`src/rtl/gray4_step_ctrl.sv`:
```
// gray4_step_ctrl
// Run controller for a 4-bit Gray-code counter. Holds the count, derives the
// step strobe from a programmable prescaler, and runs either a programmed
// number of steps (one-shot) or continuously until stopped.
//
// Ports
//   clk     : system clock, all state changes on the rising edge
//   rn      : synchronous active-low reset, overrides every other input
//   start   : begins a run (sampled in IDLE only)
//   stop    : aborts a run (sampled in RUN only)
//   mode    : 0 = one-shot, 1 = continuous (latched at start)
//   cl      : 1 at start clears the count before running
//   div     : step period minus one, in clk cycles (latched at start)
//   nsteps  : one-shot step count, 0 means 16 (latched at start)
//   Y       : registered Gray-coded count
//   ce_o    : step strobe, high in the cycle whose closing edge advances Y
//   TC      : terminal count, Y == 1000
//   CEO     : cascade carry, ce_o & TC
//   busy    : high while running
//   done    : one-cycle pulse on normal one-shot completion
module gray4_step_ctrl #(
    parameter int unsigned PRESC_W = 8
) (
    input  logic               clk,
    input  logic               rn,
    input  logic               start,
    input  logic               stop,
    input  logic               mode,
    input  logic               cl,
    input  logic [PRESC_W-1:0] div,
    input  logic [3:0]         nsteps,
    output logic [3:0]         Y,
    output logic               ce_o,
    output logic               TC,
    output logic               CEO,
    output logic               busy,
    output logic               done
);

    typedef enum logic [1:0] {
        S_IDLE = 2'd0,
        S_RUN  = 2'd1,
        S_DONE = 2'd2
    } state_t;

    localparam logic [PRESC_W-1:0] PRESC_ONE = PRESC_W'(1);

    state_t             r_state;
    logic [3:0]         r_b;
    logic [3:0]         r_y;
    logic [PRESC_W-1:0] r_presc;
    logic [PRESC_W-1:0] r_div;
    logic               r_mode;
    // Five bits so that nsteps = 0 can be held as 16.
    logic [4:0]         r_steps_left;

    logic               w_step;
    logic [3:0]         w_b_next;
    logic [3:0]         w_y_next;

    // stop has priority over a due step, so it masks the strobe directly.
    assign w_step   = (r_state == S_RUN) && (r_presc == r_div) && !stop;
    assign w_b_next = r_b + 4'd1;
    assign w_y_next = w_b_next ^ (w_b_next >> 1);

    assign Y    = r_y;
    assign ce_o = w_step;
    assign TC   = (r_y == 4'b1000);
    assign CEO  = w_step && TC;
    assign busy = (r_state == S_RUN);
    assign done = (r_state == S_DONE);

    always_ff @(posedge clk) begin
        if (!rn) begin
            r_state      <= S_IDLE;
            r_b          <= '0;
            r_y          <= '0;
            r_presc      <= '0;
            r_div        <= '0;
            r_mode       <= 1'b0;
            r_steps_left <= '0;
        end else begin
            case (r_state)
                S_IDLE: begin
                    if (start) begin
                        r_state      <= S_RUN;
                        r_mode       <= mode;
                        r_div        <= div;
                        r_steps_left <= (nsteps == 4'd0) ? 5'd16 : {1'b0, nsteps};
                        r_presc      <= '0;
                        if (cl) begin
                            r_b <= '0;
                            r_y <= '0;
                        end
                    end
                end
                S_RUN: begin
                    if (stop) begin
                        r_state <= S_IDLE;
                    end else if (w_step) begin
                        r_b     <= w_b_next;
                        r_y     <= w_y_next;
                        r_presc <= '0;
                        if (!r_mode) begin
                            r_steps_left <= r_steps_left - 5'd1;
                            if (r_steps_left == 5'd1) begin
                                r_state <= S_DONE;
                            end
                        end
                    end else begin
                        r_presc <= r_presc + PRESC_ONE;
                    end
                end
                S_DONE: begin
                    r_state <= S_IDLE;
                end
                default: begin
                    r_state <= S_IDLE;
                end
            endcase
        end
    end

endmodule

```
`config.mk`:
```
export PLATFORM = sky130hd
export DESIGN_NAME = gray4_step_ctrl
export DESIGN_NICKNAME = d
export VERILOG_FILES = /design/src/rtl/gray4_step_ctrl.sv
export SDC_FILE = /design/constraint.sdc
export NUM_CORES = 1
export LEC_CHECK = 0
export CORE_ASPECT_RATIO = 0.8
export CORE_MARGIN = 2
export CORE_UTILIZATION = 50
export DETAILED_ROUTE_END_ITERATION = 10
export DONT_BUFFER_PORTS = 1
export PLACE_DENSITY = 0.66
export SYNTH_ARGS = -nofsm -noshare
export SYNTH_HDL_FRONTEND = slang
export SYNTH_SLANG_ARGS = --single-unit
```
`constraint.sdc`:
```
create_clock -name clk -period 1.5 [get_ports clk]
set_input_delay 0.15 -clock clk [delete_from_list [all_inputs] [get_ports clk]]
set_output_delay 0.15 -clock clk [all_outputs]
set_load 0.005 [all_outputs]
```
# Word-level counts from Yosys, hierarchy flattened
# Index checks and enable logic that the tools add are counted.
# word_totals
wordCells	60
ff_bits	32
out_inout_bits	9
inputBits	18
# op_classes
n_addsub	3
bitwise_logic	1
eq_ne	13
reduce_logical	12
n_mux	24
# op_table
operator	count
5-bit 2-to-1 mux	5
4-bit 2-to-1 mux	6
8-bit 2-to-1 mux	3
4-bit one-hot mux with 2 select lines	2
8-bit one-hot mux with 2 select lines	1
2-bit 2-to-1 mux	5
5-bit one-hot mux with 2 select lines	1
5-bit AND reduction	2
8-bit by 1-bit adder with 8-bit output, second input constant	1
8-bit == test	1
2-bit inequality test, second input constant	4
3-bit by 2-bit inequality test with 1-bit output, second input constant	2
5-bit by 1-bit == test with 1-bit output, second input constant	1
5-bit by 1-bit subtractor with 5-bit output, second input constant	1
4-bit by 1-bit adder with 4-bit output, second input constant	1
4-bit == test, second input constant	1
4-bit zero test	1
2-bit one-hot mux with 2 select lines	1
4-bit AND reduction	1
4-bit by 3-bit XOR with 4-bit output	1
1-bit logical AND	3
3-bit inequality test, second input constant	1
3-bit AND reduction	1
2-bit by 1-bit == test with 1-bit output, second input constant	1
6 further kinds	6

# Longest topological paths before layout
# Gate-level depths: netlist (run 1).
# logic_depth
word_depth	6
depth_mapped	7
mapped_depth_nobuf	7

# Worst setup path before layout (run 1)
# Ideal clock, no wire load.
# synth_timing
path_kind	register to register
startpoint	register r_presc[0]
endpoint	register r_b[0]
period_less_slack_ns	1.534
t_arrival_ns	1.420
setup_ns	0.115
required_time_ns	1.385
setup_slack_ns	-0.034
path_stages_with_launch	7
n_path_buf	1
path_cell_list	dfxtp_1 -> xnor2_1 -> and4_4 -> nand3_2 -> buf_2 -> and3_1 -> o21a_1
# synth_via
elab_chain_len	5
# synth_rtl
item	line	source
start, declared	51	logic [PRESC_W-1:0] r_presc;
start signal, assigned	111	r_presc <= r_presc + PRESC_ONE;
8-bit == test	62	assign w_step = (r_state == S_RUN) && (r_presc == r_div) && !stop;
1-bit logical AND (2 in series)	62	
2-bit by 1-bit inequality test with 1-bit output (no source line)	-	
5-bit AND reduction (no source line)	-	
end signal, assigned	101	r_b <= w_b_next;
end, declared	49	logic [3:0] r_b;
# Every way passes these cells.
# A chain may end at the register's enable or synchronous reset.

# Worst setup path in the final report (run 1)
# layout_timing
startpoint	register r_presc[3]
endpoint	output CEO
# layout_via
elab_chain_len	4
# layout_rtl
item	line	source
8-bit == test	62	
1-bit logical AND (2 in series)	62	
1-bit logical AND	69	assign CEO = w_step && TC;
end, declared	35	output logic CEO,
# Every way passes these cells.

==> metrics.md, run 1 <==
| Metric | Value |
|---|---|
| Outcome | finished, violations left |
| Failing checks | negative setup slack |
| Critical path origin | r_presc[3] |
| Pwr Density | 836 nW/um2 |
| Clock skew | 0.00255 ns |
| Min-Delay Startpoint | div[2] |
| Syn Inst Count | 216 |
| Ys flop type | dfxtp_1 |
| Share of cells above drive strength 1 | 0.383 |
| Starting density of the core | 0.520 |
| #FFs+latches synth | 31 |
| Die Height | 57.2 um |
| Count of buffers from port buffering | 0 |
| Antenna violations before repair | 0 |
| Critical Path RT | 1.35 ns |
| H-tree Lvls | 2 |
| Slowest CP cell | dfxtp_4 |
| Mapped Avg Cell Area | 8.19 um2 |
| Leakage | 0.939 nW |
| Crit path DAT | 1.47 ns |
| Post-synth EDFFs | 0 |
| Io pins | 27 |
| CTS tree | built |
| Register area share after synthesis | 0.351 |
| Type of element capturing the critical path | output port |
| Vias/cell | 6.02 |
| Xor/xnor cell area share of the yosys netlist | 0.0728 |
| ANT nets after route | 0 |
| Crit-path cells | xnor2_2 > and4_4 > nand3_4 > buf_6 > nor2b_4 |
| Largest family of logic cells by synthesized area | simple AND/OR/NAND/NOR gates |
| Core Box Area | 3400 um2 |
| RePlAce Congestion | 0.929 |
| TritonCTS Buffers | 5 |
| Min-Delay Path Class | input pin to flip-flop |
| Crit path largest cell delay | 0.37 ns |
| Worst-path clk slew | 0.06 ns |
| FFs w/ async S/R, synth | 0 |
| Relative max-transition margin | 0.729 |
| Synth warn | 0 |
| Crit-path max FO | 6 |
| Row count | 19 |
| Total number of vias | 1843 |
| DRT Wirelength | 5.25 mm |
| N_diodes | 0 |
| Grt ovf | 0 |
| Final setup violation count | 12 |
| Final slew viol count | 0 |
| Fmax | 0.619 GHz |
| Mux share of post-synthesis cell area | 0.00566 |
| Area grow syn2layout | 40.4% |
| Synth Net Count | 238 |
| Largest net degree at the start of global routing | 17 |
| Final period util | 1.08 |
| Complex-gate fraction of the synthesized area | 0.225 |
| Power Total | 2.08 mW |
| First-pass GRT wire length | 8.13 mm |
| DR WL/cell | 17.2 um |
| Simple logic cell fraction of the synthesized area | 0.270 |
| Post-route minimum period | 1.62 ns |
| RSZ-0062 raised after global routing | yes |
| Clock root buffer | clkbuf_8 |
| Final Hold Violating Endpoints | 0 |
| DRC Markers | 0 |
| Worst Max-Slew Pin Slew | 0.403 ns |
| Critical path class | flip-flop to output port |
| Pre-antenna DRT Iters | 5 |
| Adder-cell share of the synthesized area | 0.0283 |
| Kind of launch point of the worst setup path | flip-flop |
| Reg2reg start | r_presc[3] |
| Nets | 286 |
| Clock Latency Late Sink | 0.29 ns |
| Total GRT Usage | 0.258 |
| First DRT Iteration DRCs | 120 |
| Max cap viols | 0 |
| Worst VDD drop | 0.626 mV |
| Clock sinks | 31 |
| Finished Core Util | 0.731 |
| Die X | 70.5 um |
| Worst Slack Setup Final | -0.115 ns |
| Vias in the first global route | 1714 |
| Mapped Area | 1770 um2 |
| Die ar. | 4030 um2 |
| Max Buffers Root-to-Sink | 2 |
| Detail Placement HPWL | 3.30 mm |
| Unique masters post-synth | 53 |
-- state kept, by name, summed over array words and instances (netlist names) --
| signal | cells |
|---|---|
| r_div | 8 |
| r_presc | 8 |
| r_steps_left | 5 |
| Y | 4 |
| r_b | 3 |
| r_state | 2 |
| r_mode | 1 |
-- report_power, final --
group | internal, mW | switching, mW | leakage (nW)
clock | 0.359 | 0.315 | 0.0470
sequential | 0.854 | 0.0380 | 0.259
combinational | 0.257 | 0.254 | 0.632
-- placed cells by master, fill, tap and decap left out, drive strengths merged, types with 2 or more instances in the layout --
cell	n
buf	44
nand2	31
dfxtp	31
a21oi	22
o21ai	13
nand3	12
nor2	11
xnor2	11
dlygate4sd3	8
clkbuf	6
inv	6
and3	5
nand4	4
a31oi	4
ha	4
nor3	4
or3	3
or4	3
o31ai	3
and4	3
nor2b	3
nor3b	3
nand2b	3
xor2	2
o21a	2
o2bb2ai	2
or3b	2
-- cells by family (layout without fill, tap and decap cells) --
logic type | count (synthesis) | after routing
AOI/OAI and AO/OA | 59 | 59
xor gates and xnor gates | 13 | 13
adders and majority gates | 4 | 4
buffers and inverters | 17 | 65
DFF | 31 | 31
muxes | 1 | 1
and+or+nand+nor | 91 | 91
-- cell usage after synthesis, types with 2 or more instances --
master | count | area (um2)
dfxtp_1 | 31 | 621
nand2_1 | 31 | 116
a21oi_1 | 21 | 105
nand3_1 | 11 | 55.1
nor2_1 | 11 | 41.3
o21ai_0 | 11 | 55.1
xnor2_1 | 9 | 78.8
clkbuf_1 | 7 | 26.3
and3_1 | 5 | 31.3
inv_1 | 5 | 18.8
ha_1 | 4 | 50.1
nand4_1 | 4 | 25.0
nor3_1 | 4 | 20.0
a31oi_1 | 3 | 18.8
nand2b_1 | 3 | 18.8
nor2b_1 | 3 | 18.8
nor3b_1 | 3 | 22.5
o31ai_1 | 3 | 22.5
or3_1 | 3 | 18.8
or4_1 | 3 | 22.5
and4_4 | 2 | 22.5
buf_6 | 2 | 22.5
o21a_1 | 2 | 15.0
o21ai_1 | 2 | 10.0
o2bb2ai_1 | 2 | 17.5
or3b_1 | 2 | 17.5
xnor2_2 | 2 | 32.5
xor2_1 | 2 | 17.5
-- layer usage --
| metal | vias to the layer above | global-route usage | routed length (um) |
|---|---|---|---|
| li1 | 883 | - | - |
| met1 | 892 | 0.344 | 2410 |
| met2 | 59 | 0.416 | 2480 |
| met3 | 9 | 0.0724 | 312 |
| met4 | 0 | 0.0659 | 59 |
| met5 | - | 0 | 0 |
-- per-stage QoR --
step	hold slack (ns)	area, um2	instances	setup WS (ns)	setup TNS, ns
after global placement	0.230	1990	277	-0.0787	-0.276
final	0.00333	2480	306	-0.115	-0.698
after detailed placement	0.237	1990	277	-0.127	-0.815
after floorplan	0.229	1780	216	0.00695	0
after global routing	0.0114	2480	306	-0.185	-2.09
after CTS	0.00706	2290	296	-0.0659	-0.175
-- layout make-up --
type,instances,area (um2)
clock buffer,6,82.6
clock inverter,1,5.00
fill,252,916
inverter,6,22.5
multi-input combinational,168,1240
sequential,31,647
tap,42,52.6
timing repair buffer,52,429
-- repair_timing --
| action | CTS | global route |
|---|---|---|
| gates resized for setup | 29 | 27 |
| hold buffers | 7 | 1 |
| setup endpoints to repair | 20 | 23 |
| pin swaps | 11 | 16 |
| buffers inserted | 5 | 9 |
| endpoints found under the hold margin | 9 | 1 |
-- path summary, 6_finish.rpt --
path,endpoint,slack (ns),depth (start not counted)
setup / recovery,CEO,-0.12,5
hold / removal,r_div[2],0.003,2
setup reg to reg,Y[1],-0.09,6
hold reg to reg,r_presc[4],0.50,1
-- worst max-delay path, delay by kind of cell (launching register included) --
kind                      cells  cell delay, ns
and+or+nand+nor               3            0.48
DFF                           1            0.37
xor gates and xnor gates      1            0.18
buffers and inverters         1            0.15
(Power assumes the default switching activity.)
==> run 2: changes to the inputs <==
--- a/config.mk
+++ b/config.mk
@@ -5,6 +5,7 @@
 export SDC_FILE = /design/constraint.sdc
 export NUM_CORES = 1
 export LEC_CHECK = 0
+export ABC_CLOCK_PERIOD_IN_PS = 1500
 export CORE_ASPECT_RATIO = 0.8
 export CORE_MARGIN = 2
 export CORE_UTILIZATION = 50
==> results of run 2 <==
Final layout, timing and power as in run 1 (identical DEF).
==> run 3: changes to the inputs <==
--- a/config.mk
+++ b/config.mk
@@ -11,6 +11,8 @@
 export CORE_UTILIZATION = 50
 export DETAILED_ROUTE_END_ITERATION = 10
 export DONT_BUFFER_PORTS = 1
+export HOLD_SLACK_MARGIN = 0.03
+export MAX_ROUTING_LAYER = met4
 export PLACE_DENSITY = 0.66
 export SYNTH_ARGS = -nofsm -noshare
 export SYNTH_HDL_FRONTEND = slang
==> run 3 against run 2 <==
Non-clock buffer count is 3 lower. Setup slack worse by 0.019 ns. The run still ends with negative setup slack left. Clock power is 8.3% higher. Via count is 2.6% lower. Highest routed layer unchanged. Sequential power hardly changed. Critical path type unchanged. Critical path depth stayed put.
==> metrics.md, run 3 (synthesis gave the netlist of run 1 again) <==
| Metric | Value |
|---|---|
| Reg2reg start | r_presc[1] (was r_presc[3]) |
| TritonCTS Buffers | 5 (unchanged) |
| Final Instance Area | 2460 um2 (was 2480 um2) |
| Logic pwr share | 0.234 (was 0.246) |
| Starting density of the core | 0.520 (unchanged) |
| Max cap viols | 0 (unchanged) |
| Critical R2R Capture | Y[1] (unchanged) |
| Placed insts | 276 (was 277) |
| Critical Path RT | 1.35 ns (about the same) |
| Total number of vias | 1795 (was 1843) |
| Crit path DAT | 1.48 ns (was 1.47 ns) |
| DRC Markers | 0 (unchanged) |
| Clock Latency Late Sink | 0.28 ns (was 0.29 ns) |
| Row count | 19 (unchanged) |
| Switching share of power | 0.281 (was 0.292) |
| Power Total | 2.12 mW (was 2.08 mW) |
| RSZ-0062 raised after global routing | yes (unchanged) |
| Hold EP | r_steps_left[4] (was r_div[2]) |
| Reg-to-reg slack, setup | -0.12 ns (was -0.09 ns) |
| Crit-path max FO | 6 (unchanged) |
| Share of cells above drive strength 1 | 0.340 (was 0.383) |
| Die Height | 57.2 um (unchanged) |
| Antenna violations before repair | 0 (unchanged) |
| Worst-path clk slew | 0.06 ns (about the same) |
| ANT nets after route | 0 (unchanged) |
| Failing checks | negative setup slack (unchanged) |
| Clock skew | 0.00511 ns (was 0.00255 ns) |
| Fmax | 0.612 GHz (was 0.619 GHz) |
| Sw power | 594 uW (was 607 uW) |
| Commonest non-fill, non-tap cell in the layout | buf_4 (unchanged) |
| Leakage | 0.934 nW (was 0.939 nW) |
| Nets | 283 (was 286) |
| Most frequent cells in the layout | 34 x buf_4, 29 x nand2_1, 20 x dfxtp_1, 20 x a21oi_1 (was 39 x buf_4, 28 x nand2_1, 19 x a21oi_1, 18 x dfxtp_1, 11 x o21ai_0) |
| Clock power share | 0.345 (was 0.325) |
| Core Box Area | 3400 um2 (unchanged) |
| First-pass GRT wire length | 7.88 mm (was 8.13 mm) |
| DRT Wirelength | 5.04 mm (was 5.25 mm) |
| Crit-path cells | xnor2_2 > and4_4 > nand3_4 > buf_6 > nor2b_4 (unchanged) |
| Type of element capturing the critical path | output port (unchanged) |
| Max Buffers Root-to-Sink | 2 (unchanged) |
| Slowest CP cell | dfxtp_2 (was dfxtp_4) |
| Worst VDD drop | 0.685 mV (was 0.626 mV) |
| Io pins | 27 (unchanged) |
| Final period util | 1.09 (was 1.08) |
| H-tree Lvls | 2 (unchanged) |
| Pre-CTS setup slack | -0.160 ns (was -0.127 ns) |
| Crit path largest cell delay | 0.33 ns (was 0.37 ns) |
| Relative max-transition margin | 0.814 (was 0.729) |
| Post-route setup TNS | -0.686 ns (was -0.698 ns) |
| Detail Placement HPWL | 3.17 mm (was 3.30 mm) |
| Worst Max-Slew Pin Slew | 0.279 ns (was 0.403 ns) |
| WHS Path Cells | 2 (unchanged) |
| Post-Layout Cell Count | 304 (was 306) |
| Final Hold Violating Endpoints | 0 (unchanged) |
| RePlAce Congestion | 0.978 (was 0.929) |
| CP delay by family, top | simple AND/OR/NAND/NOR gates (unchanged) |
| Min-Delay Startpoint | rn (was div[2]) |
| Count of buffers from port buffering | 0 (unchanged) |
| Kind of launch point of the worst setup path | flip-flop (unchanged) |
| Min-Delay Path Class | input pin to flip-flop (unchanged) |
| Grt ovf | 0 (unchanged) |
| Worst path bufs/invs | 1 (unchanged) |
| DR WL/cell | 16.6 um (was 17.2 um) |
| Worst R2R Path Depth | 6 (unchanged) |
| Largest net degree at the start of global routing | 21 (was 17) |
| Vias/cell | 5.90 (was 6.02) |
| Biggest registers after layout | r_div x8, r_presc x8, r_steps_left x5 (unchanged) |
| Final slew viol count | 0 (unchanged) |
| Clock root buffer | clkbuf_8 (unchanged) |
| Pwr Density | 862 nW/um2 (was 836 nW/um2) |
| First DRT Iteration DRCs | 121 (was 120) |
| Placed inst area | 1980 um2 (was 1990 um2) |
| N_diodes | 0 (unchanged) |
| Int Pwr | 1.52 mW (was 1.47 mW) |
| Post-route minimum period | 1.63 ns (was 1.62 ns) |
| Critical path class | flip-flop to output port (unchanged) |
| Die X | 70.5 um (unchanged) |
| Outcome | finished, violations left (unchanged) |
| Final setup violation count | 12 (unchanged) |
| Clock sinks | 31 (unchanged) |
| Total GRT Usage | 0.257 (was 0.258) |
| Worst Slack Setup Final | -0.134 ns (was -0.115 ns) |
| Vias in the first global route | 1732 (was 1714) |
| CTS tree | built (unchanged) |
| Area grow syn2layout | 38.9% (was 40.4%) |
| Pre-antenna DRT Iters | 4 (was 5) |
| Flop pwr share | 0.421 (was 0.429) |
| Die ar. | 4030 um2 (unchanged) |
run 3: power by group through the flow:
stage / sequential, mW / combinational, mW / clock (mW)
global route: 0.895 / 0.535 / 0.781
finish: 0.892 / 0.495 / 0.731
floorplan: 0.904 / 0.240 / 0
global placement: 0.905 / 0.368 / 0
CTS: 0.888 / 0.430 / 0.737
detailed placement: 0.905 / 0.378 / 0
run 3: cell type report:
| cell class | instances | area, um2 |
|---|---|---|
| fillers | 244 | 942 |
| clock buffers | 8 | 100 |
| well taps | 42 | 52.6 |
| flip-flops and latches | 31 | 642 |
| inverters | 6 | 22.5 |
| repair buffers | 49 | 410 |
| multi-input cells | 168 | 1230 |
run 3: worst max path at each step:
| stage | depth (start not counted) | to | from | slack (ns) |
|---|---|---|---|---|
| after global placement | 5 | r_b[2] | r_presc[2] | -0.08 |
| final | 5 | CEO | r_presc[1] | -0.13 |
| after floorplan | 7 | r_b[0] | r_presc[2] | 0.007 |
| after detailed placement | 5 | r_b[2] | r_presc[2] | -0.16 |
| after CTS | 6 | Y[2] | r_div[1] | -0.09 |
| after global routing | 6 | Y[1] | r_div[5] | -0.18 |
run 3: timing repair:
action	4_1_cts	5_1_grt
hold buffers	11	0
hold endpoints to repair	15	0
pin swaps	12	14
setup endpoints to repair	22	24
setup buffers	6	3
gates resized for setup	21	30
run 3: layer usage:
| metal | routed length, um | global-route usage | vias up |
|---|---|---|---|
| li1 | - | - | 875 |
| met3 | 391 | 0.0618 | 6 |
| met2 | 2420 | 0.396 | 67 |
| met1 | 2170 | 0.335 | 847 |
| met4 | 61 | 0.0852 | 0 |
| met5 | 0 | - | - |
run 3: worst register-to-register path: stages (launching register included):
cell and delay, ns:
dfxtp_2 0.33, xnor2_2 0.23, and4_4 0.28, nand3_4 0.11
buf_6 0.14, or3_1 0.33, a21oi_1 0.13
run 3: through the flow:
stage | hold WS (ns) | util
2_1_floorplan | 0.229 | -
3_3_place_gp | 0.230 | 0.582
3_5_place_dp | 0.236 | 0.582
4_1_cts | 0.0386 | 0.680
5_1_grt | 0.0561 | 0.723
6_report | 0.0389 | 0.723
